$ cat config.mk
export PLATFORM = sky130hd
export DESIGN_NAME = instr_encoder
export DESIGN_NICKNAME = d
export VERILOG_FILES = /design/src/rtl/instr_encoder.sv
export SDC_FILE = /design/constraint.sdc
export NUM_CORES = 1
export LEC_CHECK = 0
export ABC_AREA = 1
export BUFFER_PORTS_ARGS = -buffer_cell sky130_fd_sc_hd__clkbuf_2
export CAP_MARGIN = 20
export CORE_AREA = 2 2 112 87
export DETAILED_ROUTE_END_ITERATION = 12
export DIE_AREA = 0 0 114 89
export GPL_TIMING_DRIVEN = 0
export HOLD_SLACK_MARGIN = 0.12
export PLACE_DENSITY_LB_ADDON = 0.08
export SETUP_SLACK_MARGIN = 0.15
export SYNTH_ARGS = -nofsm -noshare
export SYNTH_HDL_FRONTEND = slang
export SYNTH_SLANG_ARGS = --single-unit
$ cat constraint.sdc
create_clock -name clk_i -period 2.3 [get_ports clk_i]
set_input_delay 0.115 -clock clk_i [delete_from_list [all_inputs] [get_ports clk_i]]
set_output_delay 0.115 -clock clk_i [all_outputs]
set_load 0.01 [all_outputs]
$ cat src/rtl/instr_encoder.sv
// RV32I instruction encoder: two-stage valid/ready pipeline.
// Stage A holds the request and range-checks the immediate; stage B holds the packed word.
module instr_encoder #(
    parameter int ERR_CNT_W  = 8,
    parameter bit NOP_ON_ERR = 1'b1
) (
    input  logic                 clk_i,
    input  logic                 rst_ni,
    input  logic                 in_valid_i,
    output logic                 in_ready_o,
    input  logic [2:0]           fmt_i,
    input  logic [6:0]           opcode_i,
    input  logic [4:0]           rd_i,
    input  logic [4:0]           rs1_i,
    input  logic [4:0]           rs2_i,
    input  logic [2:0]           funct3_i,
    input  logic [6:0]           funct7_i,
    input  logic [31:0]          imm_i,
    output logic                 out_valid_o,
    input  logic                 out_ready_i,
    output logic [31:0]          instr_o,
    output logic                 err_o,
    output logic [ERR_CNT_W-1:0] err_cnt_o
);

    localparam logic [2:0]  FMT_R = 3'd0;
    localparam logic [2:0]  FMT_I = 3'd1;
    localparam logic [2:0]  FMT_S = 3'd2;
    localparam logic [2:0]  FMT_B = 3'd3;
    localparam logic [2:0]  FMT_U = 3'd4;
    localparam logic [2:0]  FMT_J = 3'd5;
    localparam logic [31:0] ERR_WORD = NOP_ON_ERR ? 32'h0000_0013 : 32'h0000_0000;
    localparam logic [ERR_CNT_W-1:0] CNT_ONE = {{(ERR_CNT_W-1){1'b0}}, 1'b1};

    logic                 validA_q, validA_d;
    logic [2:0]           fmtA_q;
    logic [6:0]           opcodeA_q;
    logic [4:0]           rdA_q, rs1A_q, rs2A_q;
    logic [2:0]           funct3A_q;
    logic [6:0]           funct7A_q;
    logic [31:0]          immA_q;

    logic                 validB_q, validB_d;
    logic [31:0]          instrB_q, instrB_d;
    logic                 errB_q, errB_d;
    logic [ERR_CNT_W-1:0] errCnt_q, errCnt_d;

    logic advB, acceptIn, moveAB, outFire;
    logic errA;
    logic [31:0] packedA;

    assign advB       = !validB_q || out_ready_i;
    assign in_ready_o = !validA_q || advB;
    assign acceptIn   = in_valid_i && in_ready_o;
    assign moveAB     = validA_q && advB;
    assign outFire    = validB_q && out_ready_i;

    // A value fits in N signed bits when everything from bit N-1 upward is a pure sign extension.
    always_comb begin
        errA = 1'b0;
        case (fmtA_q)
            FMT_R:        errA = 1'b0;
            FMT_I, FMT_S: errA = !((immA_q[31:11] == '0) || (immA_q[31:11] == '1));
            FMT_B:        errA = !((immA_q[31:12] == '0) || (immA_q[31:12] == '1)) || immA_q[0];
            FMT_U:        errA = (immA_q[11:0] != 12'h000);
            FMT_J:        errA = !((immA_q[31:20] == '0) || (immA_q[31:20] == '1)) || immA_q[0];
            default:      errA = 1'b1;
        endcase
    end

    always_comb begin
        packedA = ERR_WORD;
        case (fmtA_q)
            FMT_R: packedA = {funct7A_q, rs2A_q, rs1A_q, funct3A_q, rdA_q, opcodeA_q};
            FMT_I: packedA = {immA_q[11:0], rs1A_q, funct3A_q, rdA_q, opcodeA_q};
            FMT_S: packedA = {immA_q[11:5], rs2A_q, rs1A_q, funct3A_q, immA_q[4:0], opcodeA_q};
            FMT_B: packedA = {immA_q[12], immA_q[10:5], rs2A_q, rs1A_q, funct3A_q,
                              immA_q[4:1], immA_q[11], opcodeA_q};
            FMT_U: packedA = {immA_q[31:12], rdA_q, opcodeA_q};
            FMT_J: packedA = {immA_q[20], immA_q[10:1], immA_q[11], immA_q[19:12],
                              rdA_q, opcodeA_q};
            default: packedA = ERR_WORD;
        endcase
    end

    always_comb begin
        validA_d = validA_q;
        validB_d = validB_q;
        instrB_d = instrB_q;
        errB_d   = errB_q;
        errCnt_d = errCnt_q;
        if (acceptIn) begin
            validA_d = 1'b1;
        end else if (moveAB) begin
            validA_d = 1'b0;
        end
        if (moveAB) begin
            validB_d = 1'b1;
            instrB_d = errA ? ERR_WORD : packedA;
            errB_d   = errA;
        end else if (outFire) begin
            validB_d = 1'b0;
        end
        // Saturate rather than wrap so a long run of bad entries never reads as few.
        if (outFire && errB_q && (errCnt_q != '1)) begin
            errCnt_d = errCnt_q + CNT_ONE;
        end
    end

    always_ff @(posedge clk_i or negedge rst_ni) begin
        if (!rst_ni) begin
            validA_q  <= 1'b0;
            fmtA_q    <= 3'd0;
            opcodeA_q <= 7'd0;
            rdA_q     <= 5'd0;
            rs1A_q    <= 5'd0;
            rs2A_q    <= 5'd0;
            funct3A_q <= 3'd0;
            funct7A_q <= 7'd0;
            immA_q    <= 32'd0;
            validB_q  <= 1'b0;
            instrB_q  <= 32'd0;
            errB_q    <= 1'b0;
            errCnt_q  <= '0;
        end else begin
            validA_q <= validA_d;
            validB_q <= validB_d;
            instrB_q <= instrB_d;
            errB_q   <= errB_d;
            errCnt_q <= errCnt_d;
            if (acceptIn) begin
                fmtA_q    <= fmt_i;
                opcodeA_q <= opcode_i;
                rdA_q     <= rd_i;
                rs1A_q    <= rs1_i;
                rs2A_q    <= rs2_i;
                funct3A_q <= funct3_i;
                funct7A_q <= funct7_i;
                immA_q    <= imm_i;
            end
        end
    end

    assign out_valid_o = validB_q;
    assign instr_o     = instrB_q;
    assign err_o       = errB_q;
    assign err_cnt_o   = errCnt_q;

endmodule
==> metrics.txt, run 1 <==
# TYPE chip_impl_metric gauge
chip_impl_metric{name="finalNetCount",unit=""} 830
chip_impl_metric{name="seqCellArea",unit="um^2"} 2750
chip_impl_metric{name="die_h",unit="um"} 89
chip_impl_metric{name="synthToLayoutAreaGrowth",unit="%"} 32.7
chip_impl_metric{name="overflow",unit=""} 0
chip_impl_metric{name="synth_area_per_cell",unit="um^2"} 9.11
chip_impl_metric{name="avgViaCountPerCell",unit=""} 5.30
chip_impl_metric{name="crit_fanout",unit=""} 10
chip_impl_metric{name="power-per-cell-area",unit="nW/um^2"} 818
chip_impl_metric{name="worstPathArrival",unit="ns"} 2.02
chip_impl_info{name="timing.critical_path.to_type",value="flop"} 1
chip_impl_metric{name="fin_hold_ws",unit="ns"} 0.385
chip_impl_metric{name="synth_adder_area_share",unit="%"} 0.243
chip_impl_metric{name="worst_slew_margin_rel",unit="%"} 43.5
chip_impl_metric{name="cellLeakagePower",unit="nW"} 3.44
chip_impl_metric{name="final_period_demand_of_the_worst_path",unit="ns"} 1.80
chip_impl_info{name="post-synth-top-count-cell",value="nand2_1"} 1
chip_impl_metric{name="clock.fmax",unit="MHz"} 556
chip_impl_info{name="yosysTopAreaCell",value="dfrtp_1"} 1
chip_impl_metric{name="route.met2.wl",unit="mm"} 6.38
chip_impl_metric{name="grt.total_usage",unit="%"} 27.4
chip_impl_metric{name="cts_sinks",unit=""} 110
chip_impl_metric{name="drt_drc_violations_left",unit=""} 0
chip_impl_info{name="tritoncts",value="yes"} 1
chip_impl_metric{name="final_layout_size_suffix_gt1_share",unit="%"} 26.7
chip_impl_metric{name="grt_first_pass_wirelength",unit="mm"} 21.3
chip_impl_metric{name="yosys.cell_types.count",unit=""} 33
chip_impl_metric{name="clock_buffer_depth",unit=""} 2
chip_impl_metric{name="synth_enable_flop_cells",unit=""} 0
chip_impl_metric{name="port_buffers",unit=""} 113
chip_impl_metric{name="dr_wl_met3",unit="um"} 774
chip_impl_info{name="maxUsedRoutingLayer",value="met4"} 1
chip_impl_metric{name="final.setup_skew",unit="ns"} 0.00647
chip_impl_metric{name="postCtsSetupBuffers",unit=""} 0
chip_impl_metric{name="hold_violations",unit=""} 0
chip_impl_metric{name="numCtsBuffers",unit=""} 9
chip_impl_metric{name="antenna-diode-count",unit=""} 0
chip_impl_metric{name="max-cap-violations",unit=""} 0
chip_impl_metric{name="final_util",unit="%"} 76.5
chip_impl_metric{name="initial_core_utilization",unit="%"} 57.6
chip_impl_metric{name="ys_seq_area_share",unit="%"} 53.4
chip_impl_metric{name="synth_simple_gate_area_share",unit="%"} 23.0
chip_impl_info{name="hold_class",value="in2reg"} 1
chip_impl_metric{name="timing.final.crit_share",unit="%"} 78.3
chip_impl_metric{name="totalPowerFinal",unit="mW"} 5.59
chip_impl_metric{name="avgRoutedWirePerCell",unit="um"} 15.3
chip_impl_metric{name="num_rows",unit=""} 30
chip_impl_metric{name="final.fill_count",unit=""} 686
chip_impl_metric{name="yosysWarnings",unit=""} 0
chip_impl_metric{name="cts.reportedPaths.clkPinSlew",unit="ns"} 0.07
chip_impl_metric{name="place_ws",unit="ns"} 0.622
chip_impl_metric{name="dieWidth",unit="um"} 114
chip_impl_metric{name="largest_voltage_drop_on_the_vdd_net",unit="mV"} 0.697
chip_impl_info{name="synth_top_family_by_area",value="simple AND/OR/NAND/NOR gates"} 1
chip_impl_metric{name="finalSetupViolCount",unit=""} 0
chip_impl_metric{name="pin_count",unit=""} 114
chip_impl_metric{name="finish.cell_count_without_fillers",unit=""} 875
chip_impl_metric{name="postLayoutSetupSlackWorst",unit="ns"} 0.500
chip_impl_metric{name="cts.htree.levels",unit=""} 3
chip_impl_metric{name="grt_pass1_vias",unit=""} 4313
chip_impl_info{name="clock_tree.root_cell",value="clkbuf_16"} 1
chip_impl_metric{name="fp.coreArea",unit="um^2"} 8930
chip_impl_metric{name="drt_first_iter_violations",unit=""} 401
chip_impl_metric{name="synth_seq_cells",unit=""} 110
chip_impl_metric{name="timing_worst_slew_pin_value",unit="ns"} 0.848
chip_impl_metric{name="routed_via_count",unit=""} 4641
chip_impl_metric{name="area_of_the_multi_input_gates",unit="um^2"} 2110
chip_impl_metric{name="synthDominantCellAreaShare",unit="%"} 53.4
chip_impl_metric{name="synth-compound-area-share",unit="%"} 6.44
chip_impl_info{name="crit_path_start_kind",value="primary input"} 1
chip_impl_info{name="synthTopCellsByArea",value="dfrtp_1 (53%), nand2_1 (12%), mux2_2 (9.6%)"} 1
chip_impl_metric{name="postSynth.asyncResetShare",unit="%"} 100
chip_impl_info{name="timing_worst_setup_path_type",value="in2reg"} 1
chip_impl_metric{name="final_antenna_net_count",unit=""} 0
chip_impl_metric{name="synth.net_count",unit=""} 637
chip_impl_metric{name="post_dp_cell_area",unit="um^2"} 5860
chip_impl_metric{name="final_max_slew_viol_count",unit=""} 0
chip_impl_metric{name="routabilityCongestion",unit=""} 0.937
chip_impl_metric{name="worst_skew_pair.late_latency",unit="ns"} 0.35
chip_impl_metric{name="initial_antenna_violation_count",unit=""} 0
chip_impl_info{name="run_status",value="completed"} 1
chip_impl_metric{name="dp_cells",unit=""} 790
chip_impl_metric{name="routedLengthMet1",unit="mm"} 6.12
chip_impl_info{name="grt_setup_unrepaired",value="no"} 1
chip_impl_metric{name="design.die.area",unit="um^2"} 10100
chip_impl_metric{name="setup-tns-final",unit="ns"} 0
chip_impl_metric{name="routed_wirelength",unit="mm"} 13.4
chip_impl_metric{name="postCtsResizedCells",unit=""} 0
chip_impl_metric{name="grt_start_max_net_pins",unit=""} 111
chip_impl_metric{name="dpl.hpwl",unit="mm"} 9.20
chip_impl_info{name="ys_top_cells_by_count",value="nand2_1 (164), dfrtp_1 (110), nor2_1 (68), mux2_2 (44), a21oi_1 (35)"} 1
chip_impl_info{name="dominant_register_cell_in_the_synthesized_netlist",value="dfrtp_1"} 1
chip_impl_metric{name="critPathRequiredTime",unit="ns"} 2.52
chip_impl_metric{name="syn_area",unit="um^2"} 5150
chip_impl_metric{name="syn-instance-count",unit=""} 565
chip_impl_metric{name="drt-pass1-iter-count",unit=""} 5
chip_impl_metric{name="design_area",unit="um^2"} 6830
chip_impl_metric{name="post_synth_xor_area_fraction",unit="%"} 1.19
chip_impl_metric{name="yosys-mux-area-fraction",unit="%"} 10.2
[state kept, by name, summed over array words and instances, names as in the netlist]
register,count
immA_q,32
instr_o,32
err_cnt_o,8
funct7A_q,7
opcodeA_q,7
rdA_q,5
rs1A_q,5
rs2A_q,5
fmtA_q,3
funct3A_q,3
err_o,1
out_valid_o,1
validA_q,1
[worst max-delay path, cell delays in order]
cell	delay (ns)
dlygate4sd3_1	0.53
clkbuf_2	0.10
inv_1	0.08
nand3_1	0.13
nand2_1	0.12
buf_2	0.26
buf_2	0.26
buf_2	0.29
a21oi_1	0.12
[path summary, 6_finish.rpt]
kind | depth (start not counted) | to | slack (ns) | from
setup / recovery | 9 | immA_q[4] | 0.50 | out_ready_i
hold / removal | 4 | immA_q[6] | 0.38 | in_valid_i
setup reg to reg | 9 | instr_o[31] | 0.55 | fmtA_q[1]
hold reg to reg | 2 | instr_o[18] | 0.48 | instr_o[18]
max in group asynchronous | 2 | fmtA_q[2] | 1.27 | rst_ni
min in group asynchronous | 2 | err_cnt_o[2] | 0.45 | rst_ni
[cells in the final DEF, fill, tap and decap left out, types with 5 or more instances in the layout]
cell type	Yosys	final
nand2_1	164	164
clkbuf_2	0	112
dfrtp_1	110	110
dlygate4sd3_1	0	69
nor2_1	68	68
mux2_2	44	44
a21oi_1	35	35
inv_1	33	33
nand3_1	24	24
nand3b_1	14	14
clkbuf_16	0	9
buf_2	8	8
buf_4	7	7
clkbuf_1	5	6
o211ai_1	5	5
o221ai_1	5	5
xor2_1	5	5
[cell type report]
cell class / count / area share (%)
plain buffers: 23 / 2.01
clock inverters: 5 / 0.495
well taps: 112 / 2.05
clock buffers: 11 / 3.55
repair buffers: 182 / 18.5
inverters: 38 / 2.12
flip-flops and latches: 110 / 40.3
multi-input cells: 394 / 31.0
[layer usage]
layer | vias up | GRT usage, %
li1 | 2209 | -
met1 | 2244 | 38.8
met2 | 178 | 44.8
met3 | 10 | 5.29
met4 | 0 | 6.21
met5 | - | 0
[timing repair]
item,CTS,global route
setup endpoints to repair,0,0
endpoints found under the hold margin,179,0
hold buffers,69,0
[cells by family after synthesis]
logic type / count (synthesis)
and+or+nand+nor: 282
DFF: 110
buffers and inverters: 61
AOI/OAI and AO/OA: 57
muxes: 47
xor gates and xnor gates: 7
adders and majority gates: 1
[power by group]
part           leakage (nW)  internal [mW]  switching, mW  total (mW)
combinational          1.99          0.676          0.865        1.54
sequential             1.32           2.30          0.288        2.59
clock                 0.132          0.765          0.694        1.46
total                  3.44           3.74           1.85        5.59
Power figures use the tool's default switching activity.
==> inputs of run 2 (changes only) <==
Settings changed: CORE_AREA 2 2 112 87 to 2 2 116 90, DIE_AREA 0 0 114 89 to 0 0 118 92.
Clock period 2.3 ns to 1.7 ns, I/O delays scaled along.
==> run 2 against run 1 <==
Against the previous run:
- via count increased by 2.1%
- wire length grew 3.3%
- sequential cell count unchanged
- combinational power up 56%
- final cell count grew 5.5%
==> metrics.txt, run 2 (same netlist as run 1, synthesis figures left out) <==
# TYPE chip_impl_metric gauge
chip_impl_info{name="run_status",value="completed"} 1
chip_impl_metric{name="port_buffers",unit=""} 113
chip_impl_metric{name="avgRoutedWirePerCell",unit="um"} 15.0
chip_impl_metric{name="final_max_slew_viol_count",unit=""} 0
chip_impl_metric{name="drt-pass1-iter-count",unit=""} 5
chip_impl_info{name="crit_path_start_kind",value="primary input"} 1
chip_impl_metric{name="grt_first_pass_wirelength",unit="mm"} 21.9
chip_impl_metric{name="cts.htree.levels",unit=""} 3
chip_impl_metric{name="final_layout_size_suffix_gt1_share",unit="%"} 33.0
chip_impl_metric{name="critPathRequiredTime",unit="ns"} 1.99
chip_impl_info{name="cp_slowest_cell",value="dlygate4sd3_1"} 1
chip_impl_metric{name="numCtsBuffers",unit=""} 9
chip_impl_metric{name="routabilityCongestion",unit=""} 0.938
chip_impl_metric{name="finalSetupViolCount",unit=""} 0
chip_impl_metric{name="grt_pass1_vias",unit=""} 4500
chip_impl_metric{name="cts_sinks",unit=""} 110
chip_impl_metric{name="grt.total_usage",unit="%"} 25.6
chip_impl_metric{name="design.die.area",unit="um^2"} 10900
chip_impl_metric{name="clock.fmax",unit="MHz"} 621
chip_impl_metric{name="fp.coreArea",unit="um^2"} 9890
chip_impl_metric{name="routed_wirelength",unit="mm"} 13.8
chip_impl_metric{name="timing.final.crit_share",unit="%"} 94.7
chip_impl_metric{name="hold_violations",unit=""} 0
chip_impl_metric{name="final.setup_skew",unit="ns"} 0.00796
chip_impl_metric{name="finalNetCount",unit=""} 855
chip_impl_metric{name="cpPeakStageDelay",unit="ns"} 0.58
chip_impl_info{name="tritoncts",value="yes"} 1
chip_impl_metric{name="initial_antenna_violation_count",unit=""} 0
chip_impl_info{name="final_common_cell",value="nand2_1"} 1
chip_impl_info{name="timing_worst_setup_path_type",value="in2reg"} 1
chip_impl_info{name="cell_type_group_with_the_largest_total_delay_on_the_critical_path",value="buffers and inverters"} 1
chip_impl_metric{name="grt_start_max_net_pins",unit=""} 111
chip_impl_metric{name="finish.cell_count_without_fillers",unit=""} 923
chip_impl_metric{name="pin_count",unit=""} 114
chip_impl_metric{name="die_h",unit="um"} 92
chip_impl_metric{name="worst_skew_pair.late_latency",unit="ns"} 0.35
chip_impl_metric{name="place_ws",unit="ns"} 0.0329
chip_impl_metric{name="met1_usage",unit="%"} 36.2
chip_impl_metric{name="groute.layer.met3.usage",unit="%"} 6.90
chip_impl_metric{name="cts.reportedPaths.clkPinSlew",unit="ns"} 0.07
chip_impl_metric{name="synthToLayoutAreaGrowth",unit="%"} 40.5
chip_impl_info{name="grt_setup_unrepaired",value="yes"} 1
chip_impl_metric{name="design_area",unit="um^2"} 7240
chip_impl_metric{name="final_period_demand_of_the_worst_path",unit="ns"} 1.61
chip_impl_metric{name="drt_drc_violations_left",unit=""} 0
chip_impl_metric{name="avgViaCountPerCell",unit=""} 5.13
chip_impl_metric{name="largest_voltage_drop_on_the_vdd_net",unit="mV"} 0.742
chip_impl_metric{name="drt_first_iter_violations",unit=""} 390
chip_impl_metric{name="overflow",unit=""} 0
chip_impl_metric{name="crit_fanout",unit=""} 10
chip_impl_metric{name="antenna-diode-count",unit=""} 0
chip_impl_metric{name="initial_core_utilization",unit="%"} 52.1
chip_impl_metric{name="worst-path-buf-inv",unit=""} 4
chip_impl_metric{name="max-cap-violations",unit=""} 0
chip_impl_metric{name="timing_worst_slew_pin_value",unit="ns"} 0.867
chip_impl_metric{name="dp_cells",unit=""} 814
chip_impl_metric{name="dieWidth",unit="um"} 118
chip_impl_metric{name="worstPathArrival",unit="ns"} 1.90
chip_impl_metric{name="postLayoutSetupSlackWorst",unit="ns"} 0.0896
chip_impl_metric{name="dpl.hpwl",unit="mm"} 9.12
chip_impl_metric{name="grt_util_met2",unit="%"} 40.2
chip_impl_info{name="top_library_cells_by_usage_in_the_layout_fill_and_taps_aside",value="nand2_1 (155), clkbuf_2 (113), dfrtp_1 (108)"} 1
chip_impl_info{name="busiest_layer",value="met2"} 1
chip_impl_metric{name="final_antenna_net_count",unit=""} 0
chip_impl_info{name="hold_class",value="in2reg"} 1
chip_impl_metric{name="clock_buffer_depth",unit=""} 2
chip_impl_metric{name="cellLeakagePower",unit="nW"} 3.60
chip_impl_info{name="timing.critical_path.to_type",value="flop"} 1
chip_impl_info{name="timing.critical_path.cells",value="clkbuf_2, inv_1, dlygate4sd3_1, nand2_1, nand2_2, nor2_1, inv_1, a31oi_1, nand3_1, nand2_1"} 1
chip_impl_metric{name="setup-tns-final",unit="ns"} 0
chip_impl_metric{name="routed_via_count",unit=""} 4738
chip_impl_metric{name="power-per-cell-area",unit="nW/um^2"} 1100
chip_impl_metric{name="num_rows",unit=""} 32
chip_impl_metric{name="totalPowerFinal",unit="mW"} 7.96
chip_impl_info{name="clock_tree.root_cell",value="clkbuf_16"} 1
chip_impl_metric{name="post_dp_cell_area",unit="um^2"} 5890
chip_impl_metric{name="worst_slew_margin_rel",unit="%"} 42.2
-- run 2: worst min-delay path: cells and delay by family --
| kind | cells | cell delay (ns) |
|---|---|---|
| buffers and inverters | 2 | 0.13 |
| AO/OA/AOI/OAI | 1 | 0.10 |
| XOR/XNOR | 1 | 0.07 |
| AND/OR/NAND/NOR | 1 | 0.07 |
-- run 2: stage by stage --
stage                     util, %  hold WS, ns
after global routing         73.2        0.189
after detailed placement     59.6        0.262
after global placement       59.5        0.318
final                        73.2        0.141
after CTS                    70.2        0.280
after floorplan                 -       -0.211
-- run 2: layer usage --
layer	vias to the layer above	routed length (um)
met2	186	6510
met1	2273	6250
met4	0	135
met3	16	936
met5	-	0
li1	2263	-
-- run 2: power by group --
group	internal [mW]	switching, mW
registers	3.12	0.399
logic	1.12	1.28
clock network	1.13	0.910
total	5.37	2.59
-- run 2: path summary, 6_finish.rpt --
kind / startpoint / cells after the start / to / slack, ns
worst min register to register: instr_o[3] / 2 / instr_o[3] / 0.47
max in group asynchronous: rst_ni / 2 / fmtA_q[0] / 0.63
worst min-delay path: out_ready_i / 5 / err_cnt_o[0] / 0.14
min in group asynchronous: rst_ni / 2 / err_cnt_o[1] / 0.41
worst max-delay path: out_ready_i / 10 / instr_o[7] / 0.09
worst max register to register: out_valid_o / 7 / instr_o[7] / 0.10
-- run 2: cell type report --
cell class | count | area [um^2]
tap | 136 | 170
fill | 768 | 2650
timing repair buffer | 207 | 1480
multi-input combinational | 394 | 2200
buffer | 23 | 190
clock inverter | 4 | 48.8
clock buffer | 11 | 233
sequential | 110 | 2760
inverter | 38 | 158
-- run 2: repair_timing --
item	in CTS	in global routing
cloned	1	2
hold buffers	69	0
hold endpoints to repair	179	0
setup buffers	4	18
pin swaps	0	18
gates resized for setup	22	43
endpoints found under the setup margin	74	89
